File: config.mk
export PLATFORM = sky130hd
export DESIGN_NAME = line_fifo_ctrl
export DESIGN_NICKNAME = d
export VERILOG_FILES = /design/src/rtl/conv_pkg.sv /design/src/rtl/lfc_pos_counter.sv /design/src/rtl/line_fifo_ctrl.sv
export SDC_FILE = /design/constraint.sdc
export NUM_CORES = 1
export LEC_CHECK = 0
export CORE_UTILIZATION = 45
export DETAILED_ROUTE_END_ITERATION = 10
export PLACE_DENSITY = 0.87
export REMOVE_ABC_BUFFERS = 1
export SLEW_MARGIN = 25
export SYNTH_ARGS = -nofsm -noshare
export SYNTH_HDL_FRONTEND = slang
export SYNTH_SLANG_ARGS = --single-unit
File: constraint.sdc
create_clock -name clk -period 2.7 [get_ports clk]
set_input_delay 0.675 -clock clk [delete_from_list [all_inputs] [get_ports clk]]
set_output_delay 0.675 -clock clk [all_outputs]
set_load 0.02 [all_outputs]
File: src/rtl/conv_pkg.sv
// Shared types and constants for the convolver line-buffer slice.
// Holds the line_fifo controller state encoding and sizing defaults.
package conv_pkg;

   localparam int ADDR_FIFO     = 12;
   localparam int CONFIG_CYCLES = 2;

   typedef enum logic [1:0] {
      IDLE,
      CONFIG,
      STREAM,
      DONE
   } lfc_state_t;

endpackage

File: src/rtl/lfc_pos_counter.sv
// Column/row position counter for one image.
// Wraps column at width-1 and row at height-1; last marks the final pixel.
module lfc_pos_counter #(
   parameter int CNT_W = 12
) (
   input  logic             clk,
   input  logic             rst,
   input  logic             clr,
   input  logic             en,
   input  logic [CNT_W-1:0] width,
   input  logic [CNT_W-1:0] height,
   output logic [CNT_W-1:0] col,
   output logic [CNT_W-1:0] row,
   output logic             last
);

   localparam logic [CNT_W-1:0] ONE = CNT_W'(1);

   logic col_end;
   logic row_end;

   assign col_end = (col == width - ONE);
   assign row_end = (row == height - ONE);
   assign last    = col_end & row_end;

   always_ff @(posedge clk) begin
      if (rst || clr) begin
         col <= '0;
         row <= '0;
      end else if (en) begin
         if (col_end) begin
            col <= '0;
            row <= row_end ? '0 : row + ONE;
         end else begin
            col <= col + ONE;
         end
      end
   end

endmodule

File: src/rtl/line_fifo_ctrl.sv
// Sequences the line_fifo chain for one image and flags pixels
// where a complete KxK window is present at the FIFO taps.
module line_fifo_ctrl
   import conv_pkg::*;
#(
   parameter int K     = 3,
   parameter int CNT_W = ADDR_FIFO
) (
   input  logic             clk,
   input  logic             rst,
   input  logic             start,
   input  logic             abort,
   input  logic [CNT_W-1:0] cfg_width,
   input  logic [CNT_W-1:0] cfg_height,
   input  logic             pix_valid,
   output logic             pix_ready,
   output logic             fifo_reset,
   output logic [CNT_W-1:0] row_length,
   output logic             shifting,
   output logic             win_valid,
   output logic [CNT_W-1:0] col_idx,
   output logic [CNT_W-1:0] row_idx,
   output logic             busy,
   output logic             done,
   output logic             cfg_err
);

   localparam logic [CNT_W-1:0] KK  = CNT_W'(K);
   localparam logic [CNT_W-1:0] KM1 = CNT_W'(K - 1);
   localparam logic [1:0]       CFG_LAST = 2'(CONFIG_CYCLES - 1);

   lfc_state_t       state_q;
   lfc_state_t       state_d;
   logic [CNT_W-1:0] w_q;
   logic [CNT_W-1:0] h_q;
   logic [1:0]       cfg_cnt_q;
   logic             accept;
   logic             bad_cfg;
   logic             last;

   assign bad_cfg = (cfg_width < KK) || (cfg_height < KK);
   assign accept  = (state_q == IDLE) && start && !abort;

   assign pix_ready  = (state_q == STREAM) && !abort;
   assign shifting   = pix_valid && pix_ready;
   assign fifo_reset = (state_q == CONFIG);
   assign busy       = (state_q != IDLE);
   assign done       = (state_q == DONE);
   assign row_length = w_q;
   assign win_valid  = shifting && (row_idx >= KM1) && (col_idx >= KM1);

   lfc_pos_counter #(
      .CNT_W(CNT_W)
   ) u_pos (
      .clk   (clk),
      .rst   (rst),
      .clr   (accept || abort),
      .en    (shifting),
      .width (w_q),
      .height(h_q),
      .col   (col_idx),
      .row   (row_idx),
      .last  (last)
   );

   always_comb begin
      state_d = state_q;
      unique case (state_q)
         IDLE:    if (accept) state_d = bad_cfg ? DONE : CONFIG;
         CONFIG: begin
            if (abort)                       state_d = IDLE;
            else if (cfg_cnt_q == CFG_LAST) state_d = STREAM;
         end
         STREAM: begin
            if (abort)                 state_d = IDLE;
            else if (shifting && last) state_d = DONE;
         end
         DONE:    state_d = IDLE;
         default: state_d = IDLE;
      endcase
   end

   always_ff @(posedge clk) begin
      if (rst) begin
         state_q   <= IDLE;
         w_q       <= '0;
         h_q       <= '0;
         cfg_cnt_q <= '0;
         cfg_err   <= 1'b0;
      end else begin
         state_q   <= state_d;
         cfg_cnt_q <= (state_q == CONFIG) ? cfg_cnt_q + 2'd1 : 2'd0;
         if (accept) begin
            w_q     <= cfg_width;
            h_q     <= cfg_height;
            cfg_err <= bad_cfg;
         end
      end
   end

endmodule

==> metrics.md <==
| Metric | Value |
|---|---|
| Status | complete, but fails checks |
| Violated checks | design-rule violations, negative setup slack |
| WP buf/inv | 1 |
| Port bufs | between 70 and 80 |
| CP Class | flop to flop |
| Cell taking the most area after synthesis | dfxtp_1 |
| TritonCTS Sinks | 53 |
| Maximum VDD drop | 0.2276 mV |
| Worst r2r src | row_length[0]$_SDFFE_PP0P_ |
| GRT overflow | 0 |
| Share of Yosys cell area claimed by the top area cell type | 34.43% |
| Sequential cell area fraction in the yosys report | between 30% and 40% |
| Reg area | 1064 µm² |
| Worst-path cell chain | inv_2 > ha_4 > or4b_4 > or3_4 > a21oi_4 > a21oi_4 > or4_4 > or3_1 > a21oi_2 |
| Leakage | 0.001588 µW |
| Worst path depth | 9 |
| Core Rows | 29 |
| Core area | 6495 µm² |
| Sequential power share | 49.5% |
| Initial Util | 47.45% |
| Vias in the first global route | approximately 3,200 |
| DRC marker count from the first detailed-route iteration | 436 |
| Sw Ratio | 29.36% |
| Hold path cells | 1 |
| First-pass GRT wire length | 15,140 µm |
| Synthesized area per cell | 7.685 µm² |
| Tot GR Track Use | roughly a quarter |
| Max-cap violations | 0 |
| WP data arrival | 3.05 ns |
| Worst Tran Pin Value | 0.5426 ns |
| Routed wl met3 | around 790 µm |
| Area of the die | approximately 7000 µm² |
| Final wirelength | roughly 10000 µm |
| Final hold violations | 0 |
| Setup tns final | -0.3481 ns |
| Ys Warns | 0 |
| DP HPWL | approximately 6600 µm |
| # IOs | 72 |
| Longest Clk Path Bufs | 2 |
| Pre-antenna DRT Iters | 10 |
| Total CTS buffers | 5 |
| Root Driver | clkbuf_8 |
| Fmax achieved | ~360 MHz |
| FFs w/ async S/R, synth | 0% |
| Slowest stage cell, crit path | or4_4 |
| Post-route insts no fill | around 580 |
| Placed Instance Area | approximately 4100 µm² |
| Final Max Slew Viols | 0 |
| Worst endpoint required time | between 2 and 3 ns |
| Worst Setup Start Kind | flop |
| Top Layer Used | met4 |
| Final worst slack | -0.09351 ns |
| #FFs+latches synth | 53 |
| Placed Cells | 563 |
| Vias | 3,527 |
| H-tree levels | 2 |
| Multi-input logic area | 2143 µm² |
| Hold Crit Endpoint | cfg_cnt_q[0]$_SDFF_PP0_ |
| Clock Power Share | a little over a quarter |
| Tmin final | 2.794 ns |
| Hold Path Class | flop to flop |
| Per-cell routed wire length | 17.36 µm |
| R2R Path End | u_pos.row[5]$_SDFFE_PP0P_ |
| WL met1 | 4009 µm |
| Placement Setup Slack | -0.5913 ns |
| Cell area after layout | 4442 µm² |
| CP endpoint kind | flop |
| Post-DRT Antenna Nets | 0 |
| Most frequent cells in the layout | nand2_1, clkdlybuf4s50_1, dfxtp_1 |
| Fill cell count | 471 |
| Gp weighted congestion | about 0.8 |
| Clock transition at path regs | about 0.10 ns |
| Rel. slew slack | 63.69% |
| Hold_buf cts | 0 |
| Post-synth cell types | 53 |
| Netlist Area Pre-Place | 3082 µm² |
| Crit path top cell by count | a21oi_4 |
| Min-Delay Startpoint | cfg_cnt_q[0]$_SDFF_PP0_ |
| CP max FO | 5 |
| Synth area leaders | dfxtp_1, nand2_1, xnor2_1 |
| R2r setup slk | -0.09 ns |
| P per Cell Area | 373.9 nW/µm² |
| Area Growth Syn to Fin | 44.13% |
| Final Net Count | ~530 |
| Unrepaired setup endpoints after global routing | yes |
| Final setup fails | 10 |
| Ant. Diodes | 0 |
| Worst-case reg-to-reg path depth | 9 |
| Cell family with most CP delay | simple AND/OR/NAND/NOR gates |
| Cell count after synthesis | 401 |
| CTS tree | built |
| Net Sw Power | roughly 500 µW |
| Post-synth EDFFs | 0 |
| Initial antenna violation count | 0 |
| Most used DFF post-synth | dfxtp_1 |
| Remaining DRCs | 3 |
| Int Pwr | around 1200 µW |
| Vias/cell | 6.123 |
| CP peak stage delay | 0.53 ns |
| Final period utilization | 103.5% |
| Metal2 WL | 4703 µm |
| Clock latency on the worst-skew pair | roughly 0.31 ns |
| Layout cells sized above 1 | 18.84% |
| Post-Route Skew | roughly 0.0065 ns |
| Gate power share | 23.0% |
| Die X | 84.76 µm |
| Pin count of the biggest net entering global routing | 29 |
| Die height | 84.76 µm |
## per-layer routing
metal | vias up | global-route usage [%]
met5 | - | 0
met4 | 0 | 13.71
met3 | 62 | 4.228
met2 | 228 | 43.16
met1 | 1621 | 33.48
li1 | 1616 | -
## power groups by stage
stage | logic [µW] | clock network (µW) | registers, µW
3_5_place_dp | 320 | 0 | 838
2_1_floorplan | 165 | 0 | 847
4_1_cts | 337 | 457 | 820
6_report | 382 | 455 | 823
5_1_grt | 411 | 491 | 826
3_3_place_gp | 307 | 0 | 836
## sequential cells by signal, summed over array words and instances, names as in the netlist
signal	flops
h_q	12
row_length	12
u_pos.col	12
u_pos.row	12
cfg_cnt_q	2
state_q	2
cfg_err	1
## cell families (layout without fill, tap and decap cells)
family                     count (synthesis)  count (layout)  synth area share [%]
AOI/OAI and AO/OA                         78              78                 14.66
DFF                                       53              53                 34.43
muxes                                      1               1                0.3654
adders and majority gates                  7               7                 2.842
xor gates and xnor gates                  40              40                 11.81
buffers and inverters                     33             129                 4.385
and+or+nand+nor                          189             191                 31.51
## worst max-delay path by stage
stage | start | endpoint | slack [ns]
2_1_floorplan | pix_valid | u_pos.row[0]$_SDFFE_PP0P_ | -1.43
3_3_place_gp | pix_valid | u_pos.row[5]$_SDFFE_PP0P_ | -0.48
3_5_place_dp | abort | u_pos.row[1]$_SDFFE_PP0P_ | -0.59
4_1_cts | row_length[0]$_SDFFE_PP0P_ | u_pos.row[1]$_SDFFE_PP0P_ | -0.04
5_1_grt | row_length[0]$_SDFFE_PP0P_ | u_pos.row[5]$_SDFFE_PP0P_ | -0.16
6_report | row_length[0]$_SDFFE_PP0P_ | u_pos.row[5]$_SDFFE_PP0P_ | -0.09
## cells in the mapped netlist, types with 2 or more instances
cell      count
dfxtp_1      53
a211oi_1      3
o31ai_1       2
inv_1        13
and2_1        3
nor3_1       10
o21ai_0      15
nor4_1       12
nand3_1      19
nor4b_1       2
buf_2         3
nor2b_1       2
a31oi_1       2
ha_1          7
o211ai_1      3
nor3b_1       2
or2_2         3
or3_1        16
nand4_1       7
xnor2_1      23
xor2_1       16
and3_1        6
nor2_1       26
nor4bb_1      2
o21ai_1       3
nand2_1      66
clkbuf_1     15
a21oi_1      40
o21a_1        2
nand2b_1      2
## stage by stage
| stage | total power, µW | utilization (%) | hold slack (ns) |
|---|---|---|---|
| 2_1_floorplan | 1012 | - | 0.4047 |
| 6_report | 1661 | 68.39 | 0.4575 |
| 3_3_place_gp | 1142 | 62.70 | 0.4172 |
| 3_5_place_dp | 1158 | 62.70 | 0.4302 |
| 5_1_grt | 1727 | 68.39 | 0.4647 |
| 4_1_cts | 1615 | 65.02 | 0.4449 |
## final cells by class
type,instances,area share (%)
repair buffers,107,22.51
clock buffers,6,1.634
multi-input cells,317,48.25
well taps,77,2.169
flip-flops and latches,53,23.94
clock inverters,2,0.3099
inverters,14,1.183
## worst register-to-register path, stage by stage, from the launching register on
cell and delay [ns]:
dfxtp_2 0.35, inv_2 0.06, ha_4 0.13, or4b_4 0.50
or3_4 0.38, a21oi_4 0.18, a21oi_4 0.07, or4_4 0.53
or3_1 0.40, a21oi_2 0.13
## what timing repair did
| action | in CTS | in global routing |
|---|---|---|
| endpoints found under the hold margin | 0 | 0 |
| pin swaps | 9 | 10 |
| setup buffers | 0 | 1 |
| gates resized for setup | 27 | 51 |
| endpoints found under the setup margin | 28 | 23 |
| cloned | 0 | 4 |
Note: power is estimated with default switching activity, not from simulation.
